--- config.mk ---
export PLATFORM = sky130hd
export DESIGN_NAME = command_decoder_multi
export DESIGN_NICKNAME = d
export VERILOG_FILES = /design/src/rtl/command_decoder_multi.sv
export SDC_FILE = /design/constraint.sdc
export NUM_CORES = 1
export LEC_CHECK = 0
export CAP_MARGIN = 20
export CELL_PAD_IN_SITES_DETAIL_PLACEMENT = 1
export CELL_PAD_IN_SITES_GLOBAL_PLACEMENT = 1
export CORE_MARGIN = 2
export CORE_UTILIZATION = 39
export DETAILED_ROUTE_END_ITERATION = 12
export GPL_ROUTABILITY_DRIVEN = 0
export GPL_TIMING_DRIVEN = 0
export PLACE_DENSITY_LB_ADDON = 0.1
export SYNTH_ARGS = -nofsm -noshare
export SYNTH_HDL_FRONTEND = slang
export SYNTH_SLANG_ARGS = --single-unit
export TNS_END_PERCENT = 5
--- constraint.sdc ---
create_clock -name clk -period 2.7 [get_ports clk]
set_clock_uncertainty 0.1 [all_clocks]
set_input_delay 0.81 -clock clk [delete_from_list [all_inputs] [get_ports clk]]
set_output_delay 0.81 -clock clk [all_outputs]
set_load 0.01 [all_outputs]
--- src/rtl/command_decoder_multi.sv ---
// UART command decoder: matches a table of mnemonics followed by a terminator, then issues a command and follows the start/finish handshake.
// Optional feature macro CMD_TIMEOUT_EN discards partial commands after IDLE_TIMEOUT quiet cycles.
module command_decoder_multi #(
  parameter int CMD_CHARS = 2,
  parameter int N_CMDS = 4,
  parameter logic [N_CMDS*CMD_CHARS*8-1:0] CMD_TABLE = "rarbwawb",
  parameter logic [7:0] TERMINATOR = 8'h0A,
  parameter int ACK_TIMEOUT = 16,
  parameter int IDLE_TIMEOUT = 1000000
) (
  input  logic                      clk,
  input  logic                      rst,
  input  logic [7:0]                byte_received,
  input  logic                      rx_data_ready,
  input  logic                      coprocessor_busy,
  input  logic                      err_clr,
  output logic                      cmd_valid,
  output logic [$clog2(N_CMDS)-1:0] cmd_id,
  output logic [1:0]                state_o,
  output logic                      err_unknown,
  output logic                      err_ack_timeout,
  output logic                      err_overrun
);
  localparam int W = CMD_CHARS * 8;
  localparam int ID_W = $clog2(N_CMDS);
  localparam int ACK_W = $clog2(ACK_TIMEOUT + 1);

  typedef enum logic [1:0] {
    IDLE     = 2'd0,
    ISSUE    = 2'd1,
    WAIT_ACK = 2'd2,
    BUSY     = 2'd3
  } state_t;

  state_t state, state_next;
  logic [W-1:0] window;
  logic [ACK_W-1:0] ack_cnt;
  logic match_hit;
  logic [ID_W-1:0] match_idx;
  logic strobe_idle, term_idle, ack_expire, idle_expire;

  assign strobe_idle = rx_data_ready && (state == IDLE);
  assign term_idle   = strobe_idle && (byte_received == TERMINATOR);
  assign ack_expire  = (state == WAIT_ACK) && !coprocessor_busy &&
                       (ack_cnt == ACK_W'(ACK_TIMEOUT - 1));

  // Descending scan so the lowest matching entry is the one left standing.
  always_comb begin
    match_hit = 1'b0;
    match_idx = '0;
    for (int i = N_CMDS - 1; i >= 0; i--) begin
      if (window == CMD_TABLE[(N_CMDS-1-i)*W +: W]) begin
        match_hit = 1'b1;
        match_idx = ID_W'(i);
      end
    end
  end

`ifdef CMD_TIMEOUT_EN
  localparam int IT_W = $clog2(IDLE_TIMEOUT + 1);
  logic [IT_W-1:0] idle_cnt;

  assign idle_expire = (state == IDLE) && !rx_data_ready &&
                       (idle_cnt == IT_W'(IDLE_TIMEOUT - 1));

  always_ff @(posedge clk or negedge rst) begin
    if (!rst) begin
      idle_cnt <= '0;
    end else if ((state != IDLE) || rx_data_ready || idle_expire) begin
      idle_cnt <= '0;
    end else begin
      idle_cnt <= idle_cnt + 1'b1;
    end
  end
`else
  // Without the idle timeout a partial command waits indefinitely.
  logic unused_idle_timeout;
  assign unused_idle_timeout = ^IDLE_TIMEOUT;
  assign idle_expire = 1'b0;
`endif

  always_ff @(posedge clk or negedge rst) begin
    if (!rst) begin
      state <= IDLE;
    end else begin
      state <= state_next;
    end
  end

  always_comb begin
    state_next = state;
    case (state)
      IDLE:     if (term_idle && match_hit) state_next = ISSUE;
      ISSUE:    state_next = WAIT_ACK;
      WAIT_ACK: begin
        if (coprocessor_busy) state_next = BUSY;
        else if (ack_expire)  state_next = IDLE;
      end
      BUSY:     if (!coprocessor_busy) state_next = IDLE;
      default:  state_next = IDLE;
    endcase
  end

  always_ff @(posedge clk or negedge rst) begin
    if (!rst) begin
      window          <= '0;
      cmd_id          <= '0;
      ack_cnt         <= '0;
      err_unknown     <= 1'b0;
      err_ack_timeout <= 1'b0;
      err_overrun     <= 1'b0;
    end else begin
      err_unknown     <= term_idle && !match_hit;
      err_ack_timeout <= ack_expire;
      // A terminator always empties the window so stale bytes cannot re-match.
      if (term_idle) begin
        window <= '0;
      end else if (strobe_idle) begin
        window <= W'({window, byte_received});
      end else if (idle_expire) begin
        window <= '0;
      end
      if (term_idle && match_hit) begin
        cmd_id <= match_idx;
      end
      if ((state == WAIT_ACK) && !coprocessor_busy && !ack_expire) begin
        ack_cnt <= ack_cnt + 1'b1;
      end else begin
        ack_cnt <= '0;
      end
      if (rx_data_ready && (state != IDLE)) begin
        err_overrun <= 1'b1;
      end else if (err_clr) begin
        err_overrun <= 1'b0;
      end
    end
  end

  assign cmd_valid = (state == ISSUE);
  assign state_o   = state;

endmodule

==> metrics.md <==
| Metric | Value |
|---|---|
| Antenna viol nets, final | 0 |
| Critical path class | in2reg |
| Measured slew at the worst slew-check pin | between 0.7 and 0.8 ns |
| Finish-stage setup viols | 0 |
| Worst Setup Start Kind | input pin |
| Period utilization | 96.7% |
| Total Neg Setup Slack | 0 ns |
| TritonCTS clock tree | done |
| Hold Path Class | reg2reg |
| Maximum VDD drop | 0.319 mV |
| Max frequency | between 300 and 400 MHz |
| Syn Nets | around 140 |
| Nets | about 170 |
| Pleak | 0.739 nW |
| Minimum clock period | 2.61 ns |
| Worst-Skew Late Latency | about 0.32 ns |
| Initial Util | 40.7% |
| Cts hold-fix bufs | 0 |
| Final worst slack | 0.0879 ns |
| Syn. warnings | 0 |
| Yosys reg bits | 28 |
| Finished Core Util | 52.6% |
| Reg clk slew, reported paths | 0.15 ns |
| Worst Hold Margin | 0.375 ns |
| First-pass GRT wire length | about 4400 um |
| Die width | between 60 and 70 um |
| Worst Setup End Kind | register |
| Pre-CTS WS | -0.506 ns |
| Worst rel slew slack | between 40% and 50% |
| Root Buffer | clkbuf_4 |
| Drt drc | 0 |
| PD cells | 778 mW/mm^2 |
| Die span in y | 60.2 um |
| I/O Buffers | 20 |
| Post-DP Area | 0.00153 sq mm |
| Drt total wl | 2680 um |
| R2r setup slk | 0.52 ns |
| TritonRoute pass-1 iters | 4 |
| Core Region | 0.00303 sq mm |
| CTS Buf Count | 3 |
| Synth-to-layout area growth | 29.2% |
| WP data required | between 2 and 3 ns |
| Post-synthesis sequential area ratio | 56.8% |
| Total track usage | 16.5% |
| Fin cells | 197 |
| WL/cell | 13.6 um |
| Outcome | complete, no violations |
| Number of global-route vias before repair | 1,023 |
| Row Count | 20 |
| Die Footprint | 0.00363 sq mm |
| Htree depth | 1 |
| Design Area, Final | between 0.0015 and 0.002 sq mm |
| Clock Tree Buf Depth | 2 |
| Vias after detailed routing | 967 |
| Post-synth cell types | 29 |
| DRT iter0 DRCs | 21 |
| Clock Sink Count | 28 |
| Synthesized area | around 0.0012 sq mm |
| Max cap viols | 0 |
| Cells after Synth | 126 |
| Unrepaired setup endpoints after global routing | no |
| WP data arrival | 2.74 ns |
| Total congestion overflow | 0 |
| Pins Over Slew Limit | 0 |
| Largest net degree at the start of global routing | 17 |
| # IOs | 21 |
| CP Max Fanout | 4 |
| Routed vias/inst | approximately 4.9 |
| Detailed Place HPWL | 2080 um |
| Share of cells above drive strength 1 | 8.50% |
| Syn_area_per_cell | slightly below 10 sq um |
| Final hold violations | 0 |
| Total Power | about 1.2 mW |
| Ant. Diodes | 0 |
| Placed cells | 191 |
| Antenna violations before repair | 0 |
## routing by layer
metal / global-route usage, % / up-vias / wire length (um)
met4: 5.71 / 0 / 17
met5: 0 / - / 0
met1: 22.0 / 469 / 1250
met2: 27.5 / 15 / 1330
li1: - / 481 / -
met3: 1.95 / 2 / 75
## cells in the mapped netlist (all sizes together)
library cell	number	area [sq um]
nand3b	2	15.0
and4b	1	10.0
nand2b	2	12.5
nand4b	1	8.76
nand4bb	1	11.3
nor2	8	30.0
nor4	2	25.0
nor2b	1	6.26
a21o	1	7.51
nand3	2	10.0
clkbuf	3	11.3
xnor2	1	8.76
xor2	3	26.3
nor4b	1	8.76
and2	1	6.26
dfrtp	28	701
ha	2	25.0
nor3b	1	7.51
and3	1	6.26
nand2	39	146
inv	3	11.3
nor3	2	10.0
o31ai	1	7.51
o21ai	5	25.0
or4	3	30.0
mux2	1	11.3
nor4bb	1	10.0
a21oi	9	45.0
## registers in the layout, indices dropped and copies added, names as in the netlist
register,flops
ack_cnt,5
cmd_id,2
err_unknown,1
state_o,2
window,16
err_overrun,1
err_ack_timeout,1
## cells by family (layout without fill, tap and decap cells)
| family | Yosys count | after routing | share of synthesized area (%) |
|---|---|---|---|
| buffers and inverters | 6 | 33 | 1.83 |
| and+or+nand+nor | 69 | 69 | 28.7 |
| muxes | 1 | 1 | 0.913 |
| adders and majority gates | 2 | 2 | 2.03 |
| DFF | 28 | 28 | 56.8 |
| xor gates and xnor gates | 4 | 4 | 2.84 |
| AOI/OAI and AO/OA | 16 | 16 | 6.90 |
## critical path, stage by stage
cell	delay (ns)
clkdlybuf4s50_1	0.52
nand4bb_1	0.20
or4_4	0.61
nor4_4	0.28
mux2_4	0.32
## layout by cell type, fill, tap and decap left out, types with 3 or more instances in the layout
cell,Yosys,layout
o21ai_0,5,5
clkbuf_1,3,3
nand2_1,39,39
inv_1,3,3
dlymetal6s2s_1,0,4
xor2_1,3,3
a21oi_1,9,9
clkdlybuf4s50_1,0,16
dfrtp_1,28,28
or4_4,2,3
nor2_1,8,8
clkbuf_4,0,3
## cell type report
cell class	count	area, sq um
buffer	3	11.3
multi-input combinational	92	527
timing repair buffer	23	253
tap	44	55.1
fill	354	1430
clock buffer	4	36.3
sequential	28	701
inverter	3	11.3
## final timing paths
path                               startpoint          to  depth (start not counted)
worst max-delay path            rx_data_ready   cmd_id[0]                          5
worst min-delay path               ack_cnt[0]  ack_cnt[0]                          1
worst max register to register     state_o[1]   cmd_id[0]                          4
worst min register to register     ack_cnt[0]  ack_cnt[0]                          1
max in group asynchronous                 rst   window[1]                          2
min in group asynchronous                 rst   window[8]                          1
## report_power, final
group          internal (mW)  total, mW  switching (mW)
Clock                 0.0824      0.201           0.118
Sequential             0.550      0.664           0.114
Combinational          0.177      0.376           0.198
## repair_timing
action,in CTS,in global routing
pin swaps,3,3
resized for setup,1,5
endpoints found under the setup margin,2,1
setup buffers,0,2
Note: power is estimated with default switching activity, not from simulation.
